[config.mk]
export PLATFORM = sky130hd
export DESIGN_NAME = ahb_uart_rx_ctrl_flat
export DESIGN_NICKNAME = d
export VERILOG_FILES = /design/src/rtl/ahb_uart_rx_ctrl_pkg.sv /design/src/rtl/ahb_uart_rx_ctrl_if.sv /design/src/rtl/ahb_uart_rx_ctrl_fifo.sv /design/src/rtl/ahb_uart_rx_ctrl.sv /design/src/flat_wrapper.sv
export SDC_FILE = /design/constraint.sdc
export NUM_CORES = 1
export LEC_CHECK = 0
export BUFFER_PORTS_ARGS = -buffer_cell sky130_fd_sc_hd__buf_2
export CAP_MARGIN = 5
export CORE_ASPECT_RATIO = 1.5
export CORE_MARGIN = 3
export CORE_UTILIZATION = 58
export DETAILED_ROUTE_END_ITERATION = 8
export PLACE_DENSITY = 0.83
export SLEW_MARGIN = 10
export SYNTH_ARGS = -nofsm -noshare
export SYNTH_HDL_FRONTEND = slang
export SYNTH_SLANG_ARGS = --single-unit
[constraint.sdc]
create_clock -name HCLK -period 3.57 [get_ports HCLK]
set_input_delay 0.1785 -clock HCLK [delete_from_list [all_inputs] [get_ports HCLK]]
set_output_delay 0.1785 -clock HCLK [all_outputs]
set_load 0.01 [all_outputs]
[src/rtl/ahb_uart_rx_ctrl_pkg.sv]
// Shared definitions for the AHB-Lite UART receive controller: register selects
// and bit positions inside the STATUS, CTRL and DATA registers.
package ahb_uart_rx_pkg;

    // Word select taken from HADDR[3:2].
    typedef enum logic [1:0] {
        REG_DATA   = 2'd0,
        REG_STATUS = 2'd1,
        REG_CTRL   = 2'd2,
        REG_THRESH = 2'd3
    } reg_sel_e;

    localparam int DATA_VALID     = 8;

    localparam int STAT_NOT_EMPTY = 0;
    localparam int STAT_FULL      = 1;
    localparam int STAT_OVERRUN   = 2;
    localparam int STAT_COUNT_LSB = 8;

    localparam int CTRL_RX_EN     = 0;
    localparam int CTRL_IRQ_EN    = 1;
    localparam int CTRL_FLUSH     = 2;

    // What the address phase leaves behind for the following data phase.
    typedef struct packed {
        logic     valid;
        logic     write;
        reg_sel_e addr;
    } ahb_dphase_t;

endpackage

[src/rtl/ahb_uart_rx_ctrl_if.sv]
// AHB-Lite slave-side bus bundle for the UART receive controller.
interface ahb_uart_rx_ctrl_if;
    logic        HSEL;
    logic [3:0]  HADDR;
    logic [1:0]  HTRANS;
    logic        HWRITE;
    logic [2:0]  HSIZE;
    logic        HREADY;
    logic [31:0] HWDATA;
    logic [31:0] HRDATA;
    logic        HREADYOUT;
    logic        HRESP;

    modport master (
        output HSEL, HADDR, HTRANS, HWRITE, HSIZE, HREADY, HWDATA,
        input  HRDATA, HREADYOUT, HRESP
    );

    modport slave (
        input  HSEL, HADDR, HTRANS, HWRITE, HSIZE, HREADY, HWDATA,
        output HRDATA, HREADYOUT, HRESP
    );
endinterface

[src/rtl/ahb_uart_rx_ctrl_fifo.sv]
// Synchronous byte FIFO for received UART data; flush overrides push and pop,
// and a push into a full FIFO is accepted only when a pop frees a slot that cycle.
module rx_byte_fifo #(
    parameter  int DEPTH = 16,
    localparam int AW    = $clog2(DEPTH),
    localparam int CNT_W = AW + 1
) (
    input  logic             clk,
    input  logic             rst_n,
    input  logic             push,
    input  logic             pop,
    input  logic             flush,
    input  logic [7:0]       din,
    output logic [7:0]       head,
    output logic [CNT_W-1:0] count,
    output logic             full,
    output logic             empty
);

    logic [7:0]       mem [DEPTH];
    logic [AW-1:0]    wr_ptr;
    logic [AW-1:0]    rd_ptr;
    logic [CNT_W-1:0] count_q;
    logic             do_push;
    logic             do_pop;

    assign full    = (count_q == CNT_W'(DEPTH));
    assign empty   = (count_q == '0);
    assign do_pop  = pop & ~empty & ~flush;
    assign do_push = push & (~full | do_pop) & ~flush;
    assign head    = mem[rd_ptr];
    assign count   = count_q;

    // Pointers are exactly AW bits wide, so incrementing wraps modulo DEPTH.
    always_ff @(posedge clk or negedge rst_n) begin
        if (!rst_n) begin
            wr_ptr  <= '0;
            rd_ptr  <= '0;
            count_q <= '0;
        end else if (flush) begin
            wr_ptr  <= '0;
            rd_ptr  <= '0;
            count_q <= '0;
        end else begin
            if (do_push) wr_ptr <= wr_ptr + 1'b1;
            if (do_pop)  rd_ptr <= rd_ptr + 1'b1;
            unique case ({do_push, do_pop})
                2'b10:   count_q <= count_q + 1'b1;
                2'b01:   count_q <= count_q - 1'b1;
                default: count_q <= count_q;
            endcase
        end
    end

    always_ff @(posedge clk) begin
        if (do_push) mem[wr_ptr] <= din;
    end

endmodule

[src/rtl/ahb_uart_rx_ctrl.sv]
// AHB-Lite slave in front of UART_RX: buffers received bytes in a FIFO and
// exposes DATA/STATUS/CTRL/THRESH registers plus a level interrupt.
module ahb_uart_rx_ctrl
    import ahb_uart_rx_pkg::*;
#(
    parameter int FIFO_DEPTH = 16
) (
    input  logic               HCLK,
    input  logic               HRESETn,
    ahb_uart_rx_ctrl_if.slave  bus,
    input  logic               i_rx_dv,
    input  logic [7:0]         i_rx_byte,
    output logic               o_rx_irq
);

    localparam int CNT_W = $clog2(FIFO_DEPTH) + 1;

    ahb_dphase_t      dphase;
    logic             addr_accept;
    logic             rd_en;
    logic             wr_en;
    logic             rx_en;
    logic             irq_en;
    logic [CNT_W-1:0] thresh;
    logic             overrun;
    logic             push_req;
    logic             fifo_pop;
    logic             fifo_flush;
    logic             ovr_set;
    logic             ovr_clr;
    logic [7:0]       fifo_head;
    logic [CNT_W-1:0] fifo_count;
    logic             fifo_full;
    logic             fifo_empty;
    logic [31:0]      hrdata;
    logic             unused_bus;

    assign addr_accept = bus.HSEL & bus.HTRANS[1] & bus.HREADY;

    always_ff @(posedge HCLK or negedge HRESETn) begin
        if (!HRESETn) begin
            dphase <= '0;
        end else begin
            dphase.valid <= addr_accept;
            dphase.write <= bus.HWRITE;
            dphase.addr  <= reg_sel_e'(bus.HADDR[3:2]);
        end
    end

    assign rd_en      = dphase.valid & ~dphase.write;
    assign wr_en      = dphase.valid &  dphase.write;
    assign push_req   = i_rx_dv & rx_en;
    assign fifo_pop   = rd_en & (dphase.addr == REG_DATA) & ~fifo_empty;
    assign fifo_flush = wr_en & (dphase.addr == REG_CTRL) & bus.HWDATA[CTRL_FLUSH];
    assign ovr_set    = push_req & fifo_full & ~fifo_pop & ~fifo_flush;
    assign ovr_clr    = wr_en & (dphase.addr == REG_STATUS) & bus.HWDATA[STAT_OVERRUN];

    rx_byte_fifo #(.DEPTH(FIFO_DEPTH)) u_fifo (
        .clk   (HCLK),
        .rst_n (HRESETn),
        .push  (push_req),
        .pop   (fifo_pop),
        .flush (fifo_flush),
        .din   (i_rx_byte),
        .head  (fifo_head),
        .count (fifo_count),
        .full  (fifo_full),
        .empty (fifo_empty)
    );

    // A zero threshold would hold the interrupt permanently, so it is stored as 1.
    always_ff @(posedge HCLK or negedge HRESETn) begin
        if (!HRESETn) begin
            rx_en    <= 1'b0;
            irq_en   <= 1'b0;
            thresh   <= CNT_W'(1);
            overrun  <= 1'b0;
            o_rx_irq <= 1'b0;
        end else begin
            if (wr_en && dphase.addr == REG_CTRL) begin
                rx_en  <= bus.HWDATA[CTRL_RX_EN];
                irq_en <= bus.HWDATA[CTRL_IRQ_EN];
            end
            if (wr_en && dphase.addr == REG_THRESH) begin
                thresh <= (bus.HWDATA[CNT_W-1:0] == '0) ? CNT_W'(1) : bus.HWDATA[CNT_W-1:0];
            end
            if (ovr_set)      overrun <= 1'b1;
            else if (ovr_clr) overrun <= 1'b0;
            o_rx_irq <= irq_en & ((fifo_count >= thresh) | overrun);
        end
    end

    always_comb begin
        hrdata = '0;
        if (rd_en) begin
            case (dphase.addr)
                REG_DATA: begin
                    if (!fifo_empty) begin
                        hrdata[DATA_VALID] = 1'b1;
                        hrdata[7:0]        = fifo_head;
                    end
                end
                REG_STATUS: begin
                    hrdata[STAT_NOT_EMPTY]              = ~fifo_empty;
                    hrdata[STAT_FULL]                   = fifo_full;
                    hrdata[STAT_OVERRUN]                = overrun;
                    hrdata[STAT_COUNT_LSB +: CNT_W]     = fifo_count;
                end
                REG_CTRL: begin
                    hrdata[CTRL_RX_EN]  = rx_en;
                    hrdata[CTRL_IRQ_EN] = irq_en;
                end
                REG_THRESH: begin
                    hrdata[CNT_W-1:0] = thresh;
                end
                default: hrdata = '0;
            endcase
        end
    end

    assign bus.HRDATA    = hrdata;
    assign bus.HREADYOUT = 1'b1;
    assign bus.HRESP     = 1'b0;

    assign unused_bus = ^{bus.HSIZE, bus.HTRANS[0], bus.HADDR[1:0], bus.HWDATA};

endmodule

[src/flat_wrapper.sv]
// flat-port wrapper written by rule: the top's interface ports become plain ports
module ahb_uart_rx_ctrl_flat import ahb_uart_rx_pkg::*;
#(
    parameter int FIFO_DEPTH = 16
)
  (HCLK, HRESETn, i_rx_dv, i_rx_byte, o_rx_irq, bus_HSEL, bus_HADDR, bus_HTRANS, bus_HWRITE, bus_HSIZE, bus_HREADY, bus_HWDATA, bus_HRDATA, bus_HREADYOUT, bus_HRESP);
  ahb_uart_rx_ctrl_if bus_i ();
  input  logic HCLK;
  input  logic HRESETn;
  input  logic i_rx_dv;
  input  logic [7:0] i_rx_byte;
  output logic o_rx_irq;
  input wire logic [$bits(bus_i.HSEL)-1:0] bus_HSEL;
  input wire logic [$bits(bus_i.HADDR)-1:0] bus_HADDR;
  input wire logic [$bits(bus_i.HTRANS)-1:0] bus_HTRANS;
  input wire logic [$bits(bus_i.HWRITE)-1:0] bus_HWRITE;
  input wire logic [$bits(bus_i.HSIZE)-1:0] bus_HSIZE;
  input wire logic [$bits(bus_i.HREADY)-1:0] bus_HREADY;
  input wire logic [$bits(bus_i.HWDATA)-1:0] bus_HWDATA;
  output wire logic [$bits(bus_i.HRDATA)-1:0] bus_HRDATA;
  output wire logic [$bits(bus_i.HREADYOUT)-1:0] bus_HREADYOUT;
  output wire logic [$bits(bus_i.HRESP)-1:0] bus_HRESP;
  assign bus_i.HSEL = bus_HSEL;
  assign bus_i.HADDR = bus_HADDR;
  assign bus_i.HTRANS = bus_HTRANS;
  assign bus_i.HWRITE = bus_HWRITE;
  assign bus_i.HSIZE = bus_HSIZE;
  assign bus_i.HREADY = bus_HREADY;
  assign bus_i.HWDATA = bus_HWDATA;
  assign bus_HRDATA = bus_i.HRDATA;
  assign bus_HREADYOUT = bus_i.HREADYOUT;
  assign bus_HRESP = bus_i.HRESP;
  ahb_uart_rx_ctrl #(.FIFO_DEPTH(FIFO_DEPTH)) u_core (.HCLK(HCLK), .HRESETn(HRESETn), .bus(bus_i), .i_rx_dv(i_rx_dv), .i_rx_byte(i_rx_byte), .o_rx_irq(o_rx_irq));
endmodule
After elaboration in Yosys (flattened, before gate mapping)
Memory sizes are Yosys's and may differ from the RTL's.
Index checks and enable logic that the tools add are counted.
{"block": "op_classes", "add_sub_neg": 4, "bitwise": 26, "n_mux": 19, "n_reduce_logical": 9, "order_cmp": 1, "n_eq_ne": 6}
{"cell": "4-bit 2-to-1 mux", "n": 5}
{"cell": "1-bit bitwise AND", "n": 19}
{"cell": "13-bit 2-to-1 mux", "n": 1}
{"cell": "5-bit logical NOT", "n": 2}
{"cell": "5-bit 2-to-1 mux", "n": 2}
{"cell": "5-bit case mux with 2 select lines", "n": 1}
{"cell": "9-bit 2-to-1 mux", "n": 1}
{"cell": "4-bit by 1-bit adder with 4-bit output, second input constant", "n": 2}
{"cell": "2-bit case mux with 4 select lines", "n": 1}
{"cell": "2-bit == test, second input constant", "n": 3}
{"cell": "2-bit nonzero test", "n": 3}
{"cell": "5-bit by 1-bit adder with 5-bit output, second input constant", "n": 1}
{"cell": "5-bit == test, second input constant", "n": 1}
{"cell": "5-bit greater-or-equal comparator", "n": 1}
{"cell": "1-bit NOT", "n": 5}
{"cell": "5-bit by 1-bit subtractor with 5-bit output, second input constant", "n": 1}
{"cell": "2-bit by 1-bit == test with 1-bit output, second input constant", "n": 2}
{"cell": "1-bit 2-to-1 mux", "n": 4}
{"cell": "2-bit case mux with 2 select lines", "n": 1}
{"cell": "3-bit 2-to-1 mux", "n": 1}
{"cell": "1-bit case mux with 3 select lines", "n": 1}
{"cell": "3-bit nonzero test", "n": 1}
{"cell": "1-bit logical AND", "n": 2}
{"cell": "2-bit logical NOT", "n": 1}
{"cell": "2 further kinds", "n": 3}
{"block": "word_totals", "input_bits": 55, "n_memories": 1, "word_cells": 77, "register_bits": 26, "mem_bits_rw": 128, "output_inout_bits": 35}
{"name": "u_core.u_fifo.mem", "depth": 16, "word_bits": 8, "read_ports": 1, "rd_ports_with_merged_regs": 0, "wr": 1, "line_no": "ahb_uart_rx_ctrl_fifo.sv:20", "source": "logic [7:0] mem [DEPTH];"}

Depth between registers and ports, before layout
Gate-level depths: netlist of the first run.
{"block": "depth", "ltp_word": 12, "depth_mapped": 15, "ltp_nobuf": 13}

Modules after synthesis
A second synthesis of the first run with hierarchy kept.
{"block": "unflattened", "cells_unflattened": 456, "hier_area_um2": 6910.4}
{"mod": "rx_byte_fifo", "instances": 1, "area_per_inst_um2": 5890.6, "seq_area_each_um2": 4169.0, "cells_per_inst": 349}
{"mod": "ahb_uart_rx_ctrl", "instances": 1, "area_per_inst_um2": 1019.7, "seq_area_each_um2": 326.6, "cells_per_inst": 107}

Worst setup path before layout of the first run
No wires, ideal clock.
{"block": "synth_path", "kind": "reg-to-reg", "startpoint": "reg u_core.u_fifo.count_q[1] (netlist: u_core.u_fifo.count[1])", "endpoint": "reg u_core.u_fifo.count_q[4] (netlist: u_core.u_fifo.count[4])", "setup_slack_ns": 0.305, "path_stages_with_launch": 16, "setup_ns": 0.078, "arrival_ns": 3.187, "path_cell_list": "dfrtp_1 buf_6 or4_1 buf_2 a211oi_4 or3_1 buf_6 buf_12 ha_1 xor2_1 ha_1 a211o_1 a21oi_1 a221oi_1 or3_1 a21oi_1"}
{"block": "synth_via", "elab_chain_cells": 11}
{"element": "start, declared", "line_no": "ahb_uart_rx_ctrl_fifo.sv:23", "source": "logic [CNT_W-1:0] count_q;"}
{"element": "start signal, assigned", "line_no": "ahb_uart_rx_ctrl_fifo.sv:48", "source": "2'b10: count_q <= count_q + 1'b1;"}
{"element": "start signal, assigned", "line_no": "ahb_uart_rx_ctrl_fifo.sv:49", "source": "2'b01: count_q <= count_q - 1'b1;"}
{"element": "start signal, assigned", "line_no": "ahb_uart_rx_ctrl_fifo.sv:50", "source": "default: count_q <= count_q;"}
{"element": "5-bit logical NOT", "line_no": "ahb_uart_rx_ctrl_fifo.sv:28", "source": "assign empty = (count_q == '0);"}
{"element": "1-bit NOT", "line_no": "ahb_uart_rx_ctrl_fifo.sv:29, ahb_uart_rx_ctrl.sv:53"}
{"element": "1-bit bitwise AND", "line_no": "ahb_uart_rx_ctrl.sv:53", "source": "assign fifo_pop = rd_en & (dphase.addr == REG_DATA) & ~fifo_empty;"}
{"element": "1-bit bitwise AND (2 in a row)", "line_no": "ahb_uart_rx_ctrl_fifo.sv:29", "source": "assign do_pop = pop & ~empty & ~flush;"}
{"element": "1-bit OR", "line_no": "ahb_uart_rx_ctrl_fifo.sv:30", "source": "assign do_push = push & (~full | do_pop) & ~flush;"}
{"element": "1-bit bitwise AND (2 in a row)", "line_no": "ahb_uart_rx_ctrl_fifo.sv:30"}
{"element": "2-bit by 1-bit == test with 1-bit output / 2-bit == test (equally long branches)", "line_no": "ahb_uart_rx_ctrl_fifo.sv:47", "source": "unique case ({do_push, do_pop})"}
{"element": "5-bit case mux with 2 select lines", "line_no": "ahb_uart_rx_ctrl_fifo.sv:47"}
{"element": "5-bit 2-to-1 mux", "line_no": "ahb_uart_rx_ctrl_fifo.sv:40", "source": "end else if (flush) begin"}
Several ways; a longest one is shown, not always the timed one.
A chain may end at the register's enable or synchronous reset.

Worst setup path after layout of the first run
{"block": "layout_path", "startpoint": "reg u_core.u_fifo.count_q[0] (netlist: u_core.u_fifo.count[0])", "endpoint": "reg u_core.u_fifo.count_q[4] (netlist: u_core.u_fifo.count[4])"}
The elaborated chain is that of the path after synthesis.

==> impl_metrics.toml, run 1 <==
[run_status]
status = "finished, final reports clean"

[final_layout]
diodes = 0
instances_no_fill = 651
syn_to_final_growth_pct = 14.94
final.fill_count = 746
fin_nets = 563
postLayoutCellArea_um2 = 7913
drive_gt1_share_pct = 27.54

[detailed_routing]
routed_wl_um = 14370
postRouteAntennaNets = 0
routedWlPerCell_um = 22.07
vias = 3913
dr.first_iter.drc_count = 392
route.detailed.drc = 0
drt_first_pass_iters = 5
via_per_inst = 6.011

[logic_synthesis]
ys_types = 49
netlist_area_um2 = 6884
seq_area_frac_synth_pct = 65.30
synth-main-ff-cell = "edfxtp_1"
yosysWarnings = 0
synth_cells = 431
syn_area_per_cell_um2 = 15.97
synth-async-reset-ratio_pct = 16.88
synth_edf_count = 128
ys_seq_elements = 154

[timing]
slew_violations = 0
fmax_mhz = 293.2
period_share_pct = 95.52
final.setup_skew_ns = 0.007399
tightest_slew_ns = 1.273
min_period_ns = 3.410
rsz0062_at_grt = "false"
setup_viol = 0
tns_ns = 0
slew_headroom_pct = 14.88
hold_viol_final = 0

[place]
dp_cells = 612
io_buffers = 35
gp_congestion = 0.8426
dp_hpwl_um = 9282
placed_area_um2 = 7218

[worst_setup_path]
worstSetupEndpointType = "flop"
path_class = "reg2reg"
cp_max_fo = 6
required_ns = 3.92
crit_path_start_kind = "flop"
r2r-start = "u_core.u_fifo.count[0]"
worstSetupStartpoint = "u_core.u_fifo.count[0]"
worstPathArrival_ns = 3.76

[cts]
cts_setup_buffers = 0
cts_tree = "done"
clk_pin_slew_ns = 0.06
cts_buffers = 17
htree_levels = 4
cts_resized = 0
cts_max_path_buffers = 2
cts_root_buf = "clkbuf_16"
clkLatencyLatePin_ns = 0.42
cts.sinks = 154

[pwr]
power_density_nw_per_um2 = 716.3
leakage_nw = 2.911
p_int_mw = 4.009
clkPwrFrac_pct = 33.1
switching_share_pct = 29.27
pwr-share-comb_pct = 24.8
pwr-share-seq_pct = 42.0
p_sw_mw = 1.659
ir_worst_vdd_uv = 498.1
total_power_mw = 5.668

[grt]
grt_max_degree = 36
grt_pass1_vias = 4052
grt_pass1_wl_um = 22370
gr-total-overflow = 0
track_usage_pct = 23.51
antenna_found_initial = 0

[floorplan]
fp.dieArea_um2 = 13240
start_util_pct = 59.70
num_io_pins = 90
core_um2 = 11530
rows = 48
die_h_um = 139.4
die_w_um = 94.96

[worst_hold_path]
min_path_type = "in2reg"
hp-start = "bus_HWDATA[0]"

[job]
cap_violations = 0
==> cell type report <==
type | instances | area [um^2] | area share, %
clock buffer | 18 | 429.2 | 5.424
sequential | 154 | 4497 | 56.83
timing repair buffer | 62 | 407.9 | 5.155
multi-input combinational | 239 | 2143 | 27.09
tap | 150 | 187.7 | 2.372
clock inverter | 14 | 195.2 | 2.467
inverter | 14 | 52.55 | 0.6641
==> state kept, by name, indices dropped and copies added (netlist names) <==
name	flops
u_core.overrun	1
u_core.irq_en	1
u_core.rx_en	1
u_core.u_fifo.count	5
u_core.u_fifo.mem	128
u_core.thresh	5
u_core.dphase	4
u_core.u_fifo.wr_ptr	4
u_core.u_fifo.rd_ptr	4
u_core.o_rx_irq	1
==> timing repair <==
action,in CTS,in global routing
endpoints found under the hold margin,30,0
endpoints found under the setup margin,0,0
hold buffers,7,0
==> final timing paths <==
check | endpoint | slack, ns | cells past startpoint
min | u_core.rx_en | 0.02 | 2
max reg2reg | u_core.u_fifo.count[4] | 0.16 | 11
min in group asynchronous | u_core.u_fifo.count[0] | 0.30 | 2
max in group asynchronous | u_core.u_fifo.rd_ptr[0] | 2.84 | 2
max | u_core.u_fifo.count[4] | 0.16 | 11
min reg2reg | u_core.thresh[0] | 0.52 | 2
==> placed cells by master, fill, tap and decap left out, types with 2 or more instances in the layout <==
cell type / synthesis / layout
a21oi_1: 8 / 8
a221oi_1: 3 / 3
a22oi_1: 6 / 6
a31o_2: 2 / 2
and2_1: 3 / 3
and3_1: 5 / 5
buf_2: 5 / 35
buf_4: 22 / 19
bufinv_16: 0 / 4
clkbuf_16: 0 / 17
clkinv_1: 0 / 2
clkinv_4: 0 / 3
conb_1: 2 / 21
dfrtp_1: 25 / 24
dlygate4sd3_1: 0 / 7
edfxtp_1: 128 / 128
ha_1: 20 / 20
inv_1: 14 / 14
inv_6: 0 / 2
mux2_2: 11 / 11
mux4_2: 33 / 33
nand2_1: 15 / 15
nand2b_1: 4 / 4
nand3_1: 15 / 15
nand3b_1: 4 / 4
nand4_1: 3 / 3
nor2_1: 26 / 26
nor2b_1: 4 / 4
nor3_1: 9 / 9
nor4b_2: 0 / 4
o21ai_0: 8 / 8
o22ai_1: 2 / 2
o31ai_1: 6 / 6
or3_1: 3 / 3
xnor2_1: 6 / 6
xor2_1: 4 / 4
==> cells in the mapped netlist, types with 4 or more instances <==
cell	n	area share, %
a21oi_1	8	0.58
a22oi_1	6	0.65
and3_1	5	0.45
buf_2	5	0.36
buf_4	22	2.4
clkbuf_1	10	0.55
dfrtp_1	25	9.1
edfxtp_1	128	56
ha_1	20	3.6
inv_1	14	0.76
mux2_2	11	1.8
mux4_2	33	11
nand2_1	15	0.82
nand2b_1	4	0.36
nand3_1	15	1.1
nand3b_1	4	0.44
nor2_1	26	1.4
nor2b_1	4	0.36
nor3_1	9	0.65
nor4b_1	4	0.51
o21ai_0	8	0.58
o31ai_1	6	0.65
xnor2_1	6	0.76
xor2_1	4	0.51
==> power by group through the flow <==
| stage | clock [mW] | sequential (mW) | combinational [mW] |
|---|---|---|---|
| after floorplan | 0 | 2.24 | 1.19 |
| after global placement | 0 | 2.39 | 1.33 |
| after detailed placement | 0 | 2.41 | 1.38 |
| after CTS | 1.90 | 2.38 | 1.41 |
| after global routing | 1.96 | 2.41 | 1.53 |
| final | 1.88 | 2.38 | 1.41 |
==> cell families (layout without fill, tap and decap cells) <==
family / Yosys count / in the layout / share of synthesized area [%]
flip-flops: 154 / 154 / 65.30
AND/OR/NAND/NOR: 100 / 100 / 7.488
buffers and inverters: 57 / 108 / 4.962
multiplexers: 45 / 45 / 12.74
AO/OA/AOI/OAI: 43 / 43 / 4.489
adder cells (fa/ha/maj): 20 / 20 / 3.635
XOR/XNOR: 10 / 10 / 1.272
other: 2 / 21 / 0.1091
==> critical path, stage by stage (launching register included) <==
cell and delay [ns]:
dfrtp_1 0.46, or4_1 0.64, a211oi_4 0.35, or3_1 0.19
ha_1 0.29, xor2_1 0.18, ha_1 0.20, nor2_1 0.06
o32ai_1 0.31, a221oi_1 0.16, or3_1 0.32, a21oi_1 0.15
==> per-layer routing <==
metal / GRT usage, % / wire [um] / vias to the layer above
met5: 0 / 0 / -
met4: 9.582 / 238 / 0
met3: 5.084 / 896 / 22
met2: 40.67 / 8040 / 164
met1: 28.21 / 5189 / 1991
li1: - / - / 1736
==> metrics by stage <==
step | hold slack, ns | worst slack (ns) | util (%)
global route | 0.01423 | 0.02359 | 68.62
detailed placement | 0.2138 | 0.2279 | 62.60
global placement | 0.1992 | 0.3855 | 62.60
floorplan | -0.1171 | 0.3046 | -
CTS | 0.009928 | 0.2174 | 68.62
finish | 0.02046 | 0.1598 | 68.62
Power figures use the tool's default switching activity.
==> inputs of run 2 (changes only) <==
CTS_CLUSTER_DIAMETER = 200   (was not set)
SETUP_SLACK_MARGIN = 0.3   (was not set)
==> impl_metrics.toml, run 2 (synthesized netlist as in run 1, its figures left out) <==
[final_layout]
instances_no_fill = 652
regMostFlops = "u_core.u_fifo.mem"
final_cell_mix = "edfxtp_1, buf_2, mux4_2"
syn_to_final_growth_pct = 15.14
post-route-util_pct = 68.74
final_common_cell = "edfxtp_1"
drive_gt1_share_pct = 28.09
diodes = 0
largest_reg_flops = 128
postLayoutCellArea_um2 = 7926
fin_nets = 564

[timing]
tightest_slew_ns = 1.279
slew_violations = 0
tns_ns = 0
setup_viol = 0
period_share_pct = 86.95
final.setup_skew_ns = 0.006789
min_period_ns = 3.104
fmax_mhz = 322.1
rsz0062_at_grt = "false"
slew_headroom_pct = 14.49
hold_viol_final = 0

[cts]
htree_levels = 4
cts_tree = "done"
clk_pin_slew_ns = 0.06
clkLatencyLatePin_ns = 0.42
cts_root_buf = "clkbuf_16"
cts.sinks = 154
cts_buffers = 17
cts_max_path_buffers = 2

[worst_setup_path]
crit_path_start_kind = "flop"
worstSetupEndpointType = "flop"
required_ns = 3.92
path_class = "reg2reg"
cp_max_fo = 6
worstPathArrival_ns = 3.45

[detailed_routing]
dr.first_iter.drc_count = 354
routedWlPerCell_um = 22.05
vias = 3926
drt_first_pass_iters = 7
via_per_inst = 6.021
postRouteAntennaNets = 0
routed_wl_um = 14380
route.detailed.drc = 0

[floorplan]
die_w_um = 94.96
start_util_pct = 59.70
die_h_um = 139.4
rows = 48
core_um2 = 11530
fp.dieArea_um2 = 13240
num_io_pins = 90

[pwr]
ir_worst_vdd_uv = 497.2
power_density_nw_per_um2 = 716.1
total_power_mw = 5.676
leakage_nw = 2.916

[place]
dp_cells = 612
gp_congestion = 0.8426
io_buffers = 35
dp_hpwl_um = 9282
placed_area_um2 = 7218

[grt]
track_usage_pct = 23.52
grt_pass1_vias = 4047
antenna_found_initial = 0
grt_max_degree = 36
grt_pass1_wl_um = 22380
gr-total-overflow = 0

[worst_hold_path]
min_path_type = "in2reg"

[run_status]
status = "finished, final reports clean"

[job]
cap_violations = 0
run 2: area by class of cell:
cell class                 instances  area (um^2)
sequential                       154         4497
fill                             744         3605
multi-input combinational        239         2150
clock buffer                      18        429.2
timing repair buffer              63        415.4
clock inverter                    14        195.2
tap                              150        187.7
inverter                          14        52.55
run 2: path summary, 6_finish.rpt:
kind	from	slack (ns)	cells past startpoint	end
max in group asynchronous	HRESETn	2.85	2	u_core.u_fifo.rd_ptr[0]
worst min register to register	u_core.thresh[0]	0.51	2	u_core.thresh[0]
worst max-delay path	u_core.dphase[0]	0.47	13	u_core.u_fifo.count[4]
worst max register to register	u_core.dphase[0]	0.47	13	u_core.u_fifo.count[4]
worst min-delay path	bus_HWDATA[0]	0.02	2	u_core.rx_en
min in group asynchronous	HRESETn	0.30	2	u_core.u_fifo.count[0]
run 2: routing by layer:
layer	share of wire [%]	global-route usage (%)
met4	2.5	9.582
met3	6.3	5.084
met1	36	28.21
met2	56	40.71
met5	0	0
run 2: through the flow:
| stage | worst slack [ns] | hold WS, ns |
|---|---|---|
| after floorplan | 0.3046 | -0.1171 |
| after global placement | 0.3855 | 0.1992 |
| after detailed placement | 0.2279 | 0.2138 |
| after CTS | 0.3181 | 0.009928 |
| after global routing | 0.3221 | 0.01423 |
| final | 0.4658 | 0.01952 |
run 2: repair_timing:
item | CTS | global route
endpoints found under the setup margin | 1 | 1
resized for setup | 1 | 1
buffers inserted | 0 | 1
hold endpoints to repair | 30 | 0
hold buffers | 7 | 0
pin swaps | 0 | 1
run 2: report_power, final:
part	total, mW	switching (mW)	internal (mW)
clock network	1.88	0.706	1.17
registers	2.38	0.257	2.12
logic	1.41	0.697	0.716
total	5.68	1.66	4.01
run 2: worst max-delay path, stage by stage, from the launching register on:
cell and delay [ns]:
dfrtp_1 0.40, inv_1 0.11, ha_1 0.26, nand3_1 0.15, nor2_1 0.09, or3_1 0.41, ha_2 0.24, xor2_1 0.15
ha_1 0.21, a211o_1 0.26, a21oi_1 0.19, a221oi_1 0.09, or3_1 0.32, a21oi_1 0.15
